### src/rtl/keypad_scan_if.sv
// Keypad pin bundle: active-low row sense lines in, active-low column drive
// and the decoded key/press status out.
interface keypad_scan_if;
   logic [3:0] row;
   logic [3:0] col;
   logic [3:0] key;
   logic       pressed;
   logic       key_valid;

   modport master (input row, output col, key, pressed, key_valid);
   modport slave  (output row, input col, key, pressed, key_valid);
endinterface

### src/rtl/keypad_scan.sv
// 4x4 matrix keypad scanner: walks the columns, debounces one latched key
// through press and release, and reports its hex code.
module keypad_scan #(
   parameter int SCAN_DIV        = 1000,
   parameter int DEBOUNCE_CYCLES = 20000
) (
   input  logic          clk,
   input  logic          rst,
   keypad_scan_if.master kp
);
   typedef enum logic [1:0] {SCAN, DEB_PRESS, HELD, DEB_REL} state_e;

   localparam logic [15:0] SLOT_LAST = 16'(SCAN_DIV - 1);
   localparam logic [19:0] DEB_N     = 20'(DEBOUNCE_CYCLES);

   state_e      state_q, state_d;
   logic [3:0]  rs1_q, rs1_d, rs_q, rs_d;
   logic [15:0] slot_q, slot_d;
   logic [19:0] cnt_q, cnt_d;
   logic [1:0]  c_q, c_d, r_q, r_d;
   logic [3:0]  key_q, key_d;
   logic        pressed_q, pressed_d, kv_q, kv_d;

   logic        slot_end, hit, trk_low, cnt_done;
   logic [1:0]  hit_row;

   function automatic logic [3:0] key_code(input logic [1:0] r, input logic [1:0] c);
      logic [3:0] k;
      case ({r, c})
         4'h0: k = 4'h1;  4'h1: k = 4'h2;  4'h2: k = 4'h3;  4'h3: k = 4'hA;
         4'h4: k = 4'h4;  4'h5: k = 4'h5;  4'h6: k = 4'h6;  4'h7: k = 4'hB;
         4'h8: k = 4'h7;  4'h9: k = 4'h8;  4'hA: k = 4'h9;  4'hB: k = 4'hC;
         4'hC: k = 4'hE;  4'hD: k = 4'h0;  4'hE: k = 4'hF;  default: k = 4'hD;
      endcase
      return k;
   endfunction

   assign slot_end = (slot_q == SLOT_LAST);
   assign hit      = ~&rs_q;
   assign trk_low  = ~rs_q[r_q];
   assign cnt_done = ((cnt_q + 20'd1) == DEB_N);

   // Lowest-index low row wins when several rows are pulled down together.
   always_comb begin
      hit_row = 2'd0;
      for (int i = 3; i >= 0; i--)
         if (!rs_q[i]) hit_row = 2'(i);
   end

   always_ff @(posedge clk or posedge rst) begin
      if (rst) begin
         state_q   <= SCAN;
         rs1_q     <= '0;
         rs_q      <= '0;
         slot_q    <= '0;
         cnt_q     <= '0;
         c_q       <= '0;
         r_q       <= '0;
         key_q     <= '0;
         pressed_q <= 1'b0;
         kv_q      <= 1'b0;
      end else begin
         state_q   <= state_d;
         rs1_q     <= rs1_d;
         rs_q      <= rs_d;
         slot_q    <= slot_d;
         cnt_q     <= cnt_d;
         c_q       <= c_d;
         r_q       <= r_d;
         key_q     <= key_d;
         pressed_q <= pressed_d;
         kv_q      <= kv_d;
      end
   end

   always_comb begin
      state_d = state_q;
      case (state_q)
         SCAN:      if (slot_end && hit) state_d = DEB_PRESS;
         DEB_PRESS: if (!trk_low) state_d = SCAN;
                    else if (cnt_done) state_d = HELD;
         HELD:      if (!trk_low) state_d = (DEB_N == 20'd1) ? SCAN : DEB_REL;
         DEB_REL:   if (trk_low) state_d = HELD;
                    else if (cnt_done) state_d = SCAN;
         default:   state_d = SCAN;
      endcase
   end

   always_comb begin
      rs1_d     = kp.row;
      rs_d      = rs1_q;
      slot_d    = slot_q;
      cnt_d     = cnt_q;
      c_d       = c_q;
      r_d       = r_q;
      key_d     = key_q;
      pressed_d = pressed_q;
      kv_d      = 1'b0;
      case (state_q)
         SCAN: begin
            slot_d = slot_end ? 16'd0 : slot_q + 16'd1;
            if (slot_end) begin
               if (hit) begin
                  r_d   = hit_row;
                  cnt_d = '0;
               end else begin
                  c_d = c_q + 2'd1;
               end
            end
         end
         DEB_PRESS: begin
            if (!trk_low) begin
               cnt_d  = '0;
               c_d    = c_q + 2'd1;
               slot_d = '0;
            end else if (cnt_done) begin
               key_d     = key_code(r_q, c_q);
               pressed_d = 1'b1;
               kv_d      = 1'b1;
               cnt_d     = '0;
            end else begin
               cnt_d = cnt_q + 20'd1;
            end
         end
         HELD: begin
            // The first high sample already counts toward the release run.
            if (!trk_low) begin
               if (DEB_N == 20'd1) begin
                  pressed_d = 1'b0;
                  c_d       = c_q + 2'd1;
                  slot_d    = '0;
                  cnt_d     = '0;
               end else begin
                  cnt_d = 20'd1;
               end
            end
         end
         DEB_REL: begin
            if (trk_low) begin
               cnt_d = '0;
            end else if (cnt_done) begin
               pressed_d = 1'b0;
               c_d       = c_q + 2'd1;
               slot_d    = '0;
               cnt_d     = '0;
            end else begin
               cnt_d = cnt_q + 20'd1;
            end
         end
         default: ;
      endcase
      kp.col = ~(4'b0001 << c_q);
   end

   assign kp.key       = key_q;
   assign kp.pressed   = pressed_q;
   assign kp.key_valid = kv_q;
endmodule

### src/flat_wrapper.sv
// flat-port wrapper written by rule: the top's interface ports become plain ports
module keypad_scan_flat 
#(
   parameter int SCAN_DIV        = 1000,
   parameter int DEBOUNCE_CYCLES = 20000
)
  (clk, rst, kp_row, kp_col, kp_key, kp_pressed, kp_key_valid);
  keypad_scan_if kp_i ();
  input  logic clk;
  input  logic rst;
  input wire logic [$bits(kp_i.row)-1:0] kp_row;
  output wire logic [$bits(kp_i.col)-1:0] kp_col;
  output wire logic [$bits(kp_i.key)-1:0] kp_key;
  output wire logic [$bits(kp_i.pressed)-1:0] kp_pressed;
  output wire logic [$bits(kp_i.key_valid)-1:0] kp_key_valid;
  assign kp_i.row = kp_row;
  assign kp_col = kp_i.col;
  assign kp_key = kp_i.key;
  assign kp_pressed = kp_i.pressed;
  assign kp_key_valid = kp_i.key_valid;
  keypad_scan #(.SCAN_DIV(SCAN_DIV), .DEBOUNCE_CYCLES(DEBOUNCE_CYCLES)) u_core (.clk(clk), .rst(rst), .kp(kp_i));
endmodule
### config.mk
export PLATFORM = sky130hd
export DESIGN_NAME = keypad_scan_flat
export DESIGN_NICKNAME = d
export VERILOG_FILES = /design/src/rtl/keypad_scan_if.sv /design/src/rtl/keypad_scan.sv /design/src/flat_wrapper.sv
export SDC_FILE = /design/constraint.sdc
export NUM_CORES = 1
export LEC_CHECK = 0
export ABC_AREA = 1
export CORE_ASPECT_RATIO = 1.5
export CORE_UTILIZATION = 40
export CTS_BUF_LIST = sky130_fd_sc_hd__clkbuf_4 sky130_fd_sc_hd__clkbuf_8
export CTS_CLUSTER_SIZE = 20
export DETAILED_ROUTE_END_ITERATION = 16
export SYNTH_ARGS = -nofsm -noshare
export SYNTH_HDL_FRONTEND = slang
export SYNTH_SLANG_ARGS = --single-unit
### constraint.sdc
create_clock -name clk -period 3 [get_ports clk]
set_clock_uncertainty 0.15 [all_clocks]
set_input_delay 0.75 -clock clk [delete_from_list [all_inputs] [get_ports clk]]
set_output_delay 0.75 -clock clk [all_outputs]
set_load 0.03 [all_outputs]
# [Word level (Yosys, flattened, before mapping)]
# Memories as Yosys holds them, arrays and structs flattened. A register that Yosys moved wholly into a read port is not among the register bits.
# Cells that the tools add are included.
[op_classes] order_cmp=1 n_mux=39 add_sub_neg=3 n_reduce_logical=13 shift=1 n_bitwise=3 eq_ne=17
[op_table] cell="2-to-1 mux 20 bit" count=6
[op_table] cell="one-hot mux 20 bit (4 select lines)" count=1
[op_table] cell="2-to-1 mux 16 bit" count=4
[op_table] cell="one-hot mux 16 bit (3 select lines)" count=1
[op_table] cell="2-to-1 mux 2 bit" count=15
[op_table] cell="adder 20 x 1 -> 20 bit (second input constant)" count=1
[op_table] cell="== test 20 x 15 -> 1 bit (second input constant)" count=1
[op_table] cell="adder 16 x 1 -> 16 bit (second input constant)" count=1
[op_table] cell="== test 16 x 10 -> 1 bit (second input constant)" count=1
[op_table] cell="inequality test 2 x 1 -> 1 bit (second input constant)" count=8
[op_table] cell="AND reduction 4 bit" count=3
[op_table] cell="AND reduction 3 bit" count=3
[op_table] cell="2-to-1 mux 1 bit" count=8
[op_table] cell="one-hot mux 2 bit (4 select lines)" count=1
[op_table] cell="one-hot mux 2 bit (3 select lines)" count=1
[op_table] cell="AND reduction 6 bit" count=1
[op_table] cell="AND reduction 5 bit" count=1
[op_table] cell="== test 2 bit (second input constant)" count=2
[op_table] cell="inequality test 2 bit (second input constant)" count=2
[op_table] cell="inverter 4 bit" count=1
[op_table] cell="left shift 1 x 2 -> 4 bit (first input constant)" count=1
[op_table] cell="less-than comparator 2 x 3 -> 1 bit (second input constant)" count=1
[op_table] cell="inequality test 3 x 1 -> 1 bit (second input constant)" count=1
[op_table] cell="inequality test 3 x 2 -> 1 bit (second input constant)" count=1
[op_table] cell="other kinds (10)" count=11
[totals] memories=1 out_inout_bits=10 register_bits=52 in_bits=6 romBits=64
[mem_list] memory="(name not given)" words=16 width=4 rd=1 rd_clocked_by_memory_dff=1 wr=0 line="keypad_scan.sv:29" source="case ({r, c})"

# [Longest topological paths before layout]
[logic_depth] ltp_word=5 mapped_depth=16

# [Worst setup path after synthesis]
# No wires, ideal clock.
[synth_path] path_kind="register to register" startpoint="register u_core.cnt_q[0]" endpoint="register u_core.slot_q[9]" period_less_slack_ns=2.131 n_path_buf=1 arrival_time_ns=1.849 slack_ns=0.869 required_ns=2.718 stages_incl_launch_ff=16 cell_sequence="dfrtp_1 > ha_1 > nand3_1 > nor2_2 > nand2_1 > nand2_1 > nand2_1 > nor2_1 > nand3_1 > nor2_1 > nand2_4 > nand2_4 > nand2_4 > buf_6 > nand2_1 > o21ai_2"
[synth_between] elab_chain_cells=4
[synth_lines] item="start, declared" line="keypad_scan.sv:19" source="logic [19:0] cnt_q, cnt_d;"
[synth_lines] item="start signal, assigned" line="keypad_scan.sv:67" source="cnt_q <= cnt_d;"
[synth_lines] item="adder 20 x 1 -> 20 bit" line="keypad_scan.sv:41" source="assign cnt_done = ((cnt_q + 20'd1) == DEB_N);"
[synth_lines] item="== test 20 x 15 -> 1 bit" line="keypad_scan.sv:41"
[synth_lines] item="inequality test 2 x 1 -> 1 bit (no line)"
[synth_lines] item="AND reduction 4 bit (no line)"
[synth_lines] item="end signal, assigned" line="keypad_scan.sv:66" source="slot_q <= slot_d;"
[synth_lines] item="end, declared" line="keypad_scan.sv:18" source="logic [15:0] slot_q, slot_d;"
# No other way between the ends.
# A chain may end at the register's enable or synchronous reset.

# [Worst setup path after layout]
[layout_path] startpoint="register u_core.c_q[0]" endpoint="output kp_col[0]"
[layout_between] elab_chain_cells=2
[layout_lines] item="start, declared" line="keypad_scan.sv:20" source="logic [1:0] c_q, c_d, r_q, r_d;"
[layout_lines] item="start signal, assigned" line="keypad_scan.sv:57" source="c_q <= '0;"
[layout_lines] item="start signal, assigned" line="keypad_scan.sv:68" source="c_q <= c_d;"
[layout_lines] item="left shift 1 x 2 -> 4 bit" line="keypad_scan.sv:152" source="kp.col = ~(4'b0001 << c_q);"
[layout_lines] item="inverter 4 bit" line="keypad_scan.sv:152"
[layout_lines] item="end, declared" line="flat_wrapper.sv:12" source="output wire logic [$bits(kp_i.col)-1:0] kp_col;"
# No other way between the ends.

==> results summary <==
The run finished with clean final reports. The net count after synthesis is 496. The depth of the CTS H-tree came out at 2. The number of clock sinks is 56. TritonCTS built the clock tree.

The antenna diode count is 0. Once detail routing completed, the nets flagged for antenna violations numbered 0. Setup repair after global routing left no endpoint under its margin. The number of placement rows came out at 41. The effective utilization at floorplan came out at approximately two fifths. The hold path endpoint is u_core.rs_q[2]$_DFF_PP0_. The fraction of final layout cells with drive strength greater than 1 is 10.3%.

dfrtp_1 takes more of the synthesized area than any other cell. The net count of the finished layout is ~500. The placer congestion estimate is just over 0.9. The signal on the critical path passes through inv_1, ha_1, inv_1, clkdlybuf4s50_1.

The worst-skew pair later-pin latency is 0.31 ns. The initial antenna violation count is 0. The filler cell count is 860. Setup slack closes at roughly 0.21 ns. The area of the core region came out at 0.00846 mm2.

The via count of the first global-routing pass is a little under 3000. After the first detailed-routing iteration, the DRC count stood at 188. The pre-CTS setup slack is approximately 0.46 ns.

For the worst setup path, the data required time is 2.10 ns. The clock-pin slew reported for the worst setup and hold paths after clock tree synthesis is 0.10 ns. Counting flops with a built-in enable in the synthesized netlist gives 0. The number of buffer cells added on primary ports came out at 15. Setup violations remaining at the end of the flow were counted as 0. The DRC violations left came out at 0. The summed negative setup slack over all endpoints is 0 ns. The data arrival time of the worst path came out at 1.89 ns. The layout overhead on the synthesized area is 9.78%. The kind of start point of the critical path is a flip-flop.

Sorting the synthesized cells by area gives the leading types as dfrtp_1 40%, nand2_1 16%, inv_1 5.3%. STA classifies the critical path endpoint as a primary output. Among all stages on the critical path, the largest delay is contributed by clkdlybuf4s50_1. The reg-to-reg startpoint is u_core.cnt_q[0]$_DFFE_PP0P_.

The per-cell routed wire length is 13.7 um. The post-route clock period utilization is 92.9%. The first-pass GRT wire length came out at 13600 um. The global-route usage over all layers is about a fifth.

The count of boundary I/O pins is 16. By count the netlist is led by 147 x nand2_1, 56 x dfrtp_1, 50 x inv_1. The worst-case clock buffer depth came out at 2.

The half-perimeter wire length after detailed placement came out at 6120 um. The share of the yosys chip area belonging to registers came out at 39.8%. The most repeated library cell on the critical path is inv_1. The total vias in the final route came out at 3154. The async set-or-reset flop fraction in the synthesized netlist came out at 100%. The post-synthesis cell count came out at 481. The logic depth of the worst register-to-register path came out at 14.

The maximum fanout along the worst path came out at 7. The endpoint identified for the worst register-to-register timing path is u_core.slot_q[9]$_DFFE_PP0P_. The number of endpoints with negative hold slack in the final report is 0.

The mapped cell area came out at 0.00352 mm2. The gate family responsible for the most delay along the worst path is buffers and inverters. The number of buffers and inverters on the critical path is 3.

The total length of routed wires came out at 8280 um. The total power divided by cell area is about 320 mW/mm2. The total leakage power came out at 1.69 nW. The area enclosed by the die boundary came out at 0.00918 mm2. The register-to-register setup slack came out at 0.42 ns.

The time the final worst path needs with I/O delays and setup came out at 2.79 ns. The relative slew slack came out at 71.4%. The startpoint identified for the worst hold timing path is u_core.rs1_q[2]$_DFF_PP0_. The slew at the pin closest to its max-slew limit came out at ~0.42 ns. Along the worst hold path, the cell count comes to 0.

The placed standard-cell area is 0.00376 mm2. In this run the post-CTS setup repair buffer count came out at 0. The number of gates resized after CTS is 0. The post-cts hold buffer count is 0. For this run the aggregate overflow at the end of global routing stands at 0. From left edge to right edge, the die measures 78.6 um. The fraction of the core area covered by cells at the end of the flow came out at a little under half. The final-report max-slew violation count came to 0. The cell sitting at the root of the clock tree is a clkbuf_8. The total CTS buffers is 5. Max-cap violations in this run came to 0. The maximum vdd drop is between 200 and 300 uV. The most used flip-flop cell after synthesis is dfrtp_1. The per-instance average area after synthesis came out at 7.31 um2. The Yosys step of the flow raised 0 warnings.

For this run, the top clock speed supported by timing is 0.359 GHz. The min-delay analysis places its worst path in the category flip-flop to flip-flop. The fraction of post-synthesis cell area in the top cell type by area came out at 39.8%. The worst setup path is of the flip-flop to primary output kind. The largest stage delay on the critical path is 0.66 ns. The area of all placed cells without fillers came out at 0.00386 mm2. The number of distinct library cells after synthesis is 38. In the post-synthesis netlist, the cell with the most instances is nand2_1.

The maximum number of pins on one net before global-route repair is 57. The post-synthesis register bit count came out at 56. Before antenna repair, the detailed router went through 4 iterations. The average vias per placed instance came out at 5.23. The die is 117 um tall.
per-stage QoR:
| step | power [mW] | std cells | hold WS [ns] |
|---|---|---|---|
| 2_1_floorplan | 0.792 | 481 | 0.181 |
| 3_3_place_gp | 0.808 | 595 | 0.183 |
| 3_5_place_dp | 0.809 | 595 | 0.188 |
| 4_1_cts | 1.26 | 603 | 0.212 |
| 5_1_grt | 1.29 | 603 | 0.222 |
| 6_report | 1.24 | 603 | 0.208 |
state kept, by name, summed over array words and instances, names as in the netlist, named ones only:
signal,cells
u_core.rs1_q,4
u_core.rs_q,4
u_core.cnt_q,20
u_core.c_q,2
u_core.kp.key,4
u_core.kp.pressed,1
u_core.kp.key_valid,1
u_core.r_q,2
u_core.state_q,1
u_core.slot_q,16
where the power goes:
part	internal [mW]	switching, mW	total [mW]	leakage (nW)
registers	0.760	0.00240	0.762	0.750
clock network	0.198	0.251	0.448	0.0479
logic	0.0101	0.0202	0.0303	0.896
worst max-delay path by stage:
stage                                 start                            to  slack (ns)  cells past startpoint
2_1_floorplan                           rst                     async pin        0.73                      1
3_3_place_gp   u_core.slot_q[8]$_DFFE_PP0P_   u_core.cnt_q[2]$_DFFE_PP0P_        0.51                      8
3_5_place_dp    u_core.cnt_q[0]$_DFFE_PP0P_  u_core.slot_q[9]$_DFFE_PP0P_        0.46                     14
4_1_cts           u_core.c_q[0]$_DFFE_PP0P_                     kp_col[0]        0.20                      4
5_1_grt           u_core.c_q[0]$_DFFE_PP0P_                     kp_col[0]        0.07                      4
6_report          u_core.c_q[0]$_DFFE_PP0P_                     kp_col[0]        0.21                      4
cells in the final DEF, fill, tap and decap left out, types with 2 or more instances in the layout:
| master | synthesis | layout |
|---|---|---|
| buf_4 | 2 | 3 |
| a21oi_1 | 19 | 19 |
| clkdlybuf4s50_1 | 0 | 15 |
| ha_1 | 9 | 9 |
| nor3_1 | 5 | 5 |
| or2_2 | 5 | 5 |
| dfrtp_1 | 56 | 56 |
| nor2_1 | 45 | 45 |
| o21ai_2 | 17 | 17 |
| xor2_1 | 7 | 7 |
| inv_2 | 1 | 2 |
| nand2_2 | 3 | 3 |
| nor2_2 | 4 | 4 |
| inv_1 | 50 | 49 |
| o22ai_1 | 3 | 3 |
| nand3_1 | 37 | 37 |
| nand2_4 | 3 | 3 |
| nor2_4 | 3 | 3 |
| o21ai_0 | 19 | 19 |
| nand4_1 | 16 | 16 |
| o21a_1 | 2 | 2 |
| nand2_1 | 147 | 147 |
| clkbuf_8 | 0 | 6 |
| nor4_1 | 6 | 6 |
worst reg2reg max path, delay by kind of cell (launching register included):
| family | cells | cell delay (ns) |
|---|---|---|
| AND/OR/NAND/NOR | 12 | 1.55 |
| flip-flops | 1 | 0.45 |
| adder cells (fa/ha/maj) | 1 | 0.25 |
| AO/OA/AOI/OAI | 1 | 0.06 |
kinds of logic (layout without fill, tap and decap cells):
| logic type | after synthesis | after routing | synth area share [%] |
|---|---|---|---|
| XOR/XNOR | 8 | 8 | 1.99 |
| buffers and inverters | 65 | 80 | 7.97 |
| AND/OR/NAND/NOR | 276 | 276 | 34.9 |
| AO/OA/AOI/OAI | 67 | 67 | 12.1 |
| flip-flops | 56 | 56 | 39.8 |
| adder cells (fa/ha/maj) | 9 | 9 | 3.20 |
layout make-up:
class                   count  area (um2)  area share [%]
clock buffers               7        90.1            2.33
clock inverters             1        7.51           0.194
inverters                  53         200            5.18
multi-input cells         360        1840            47.5
flip-flops and latches     56        1400            36.3
well taps                 107         134            3.47
repair buffers             19         193            4.99
routing by layer:
metal	track usage, %	routed length, um
met1	20.1	3350
met2	37.2	4550
met3	2.17	157
met4	8.27	222
met5	0	0
No activity file was read; power rests on OpenSTA's default activity.
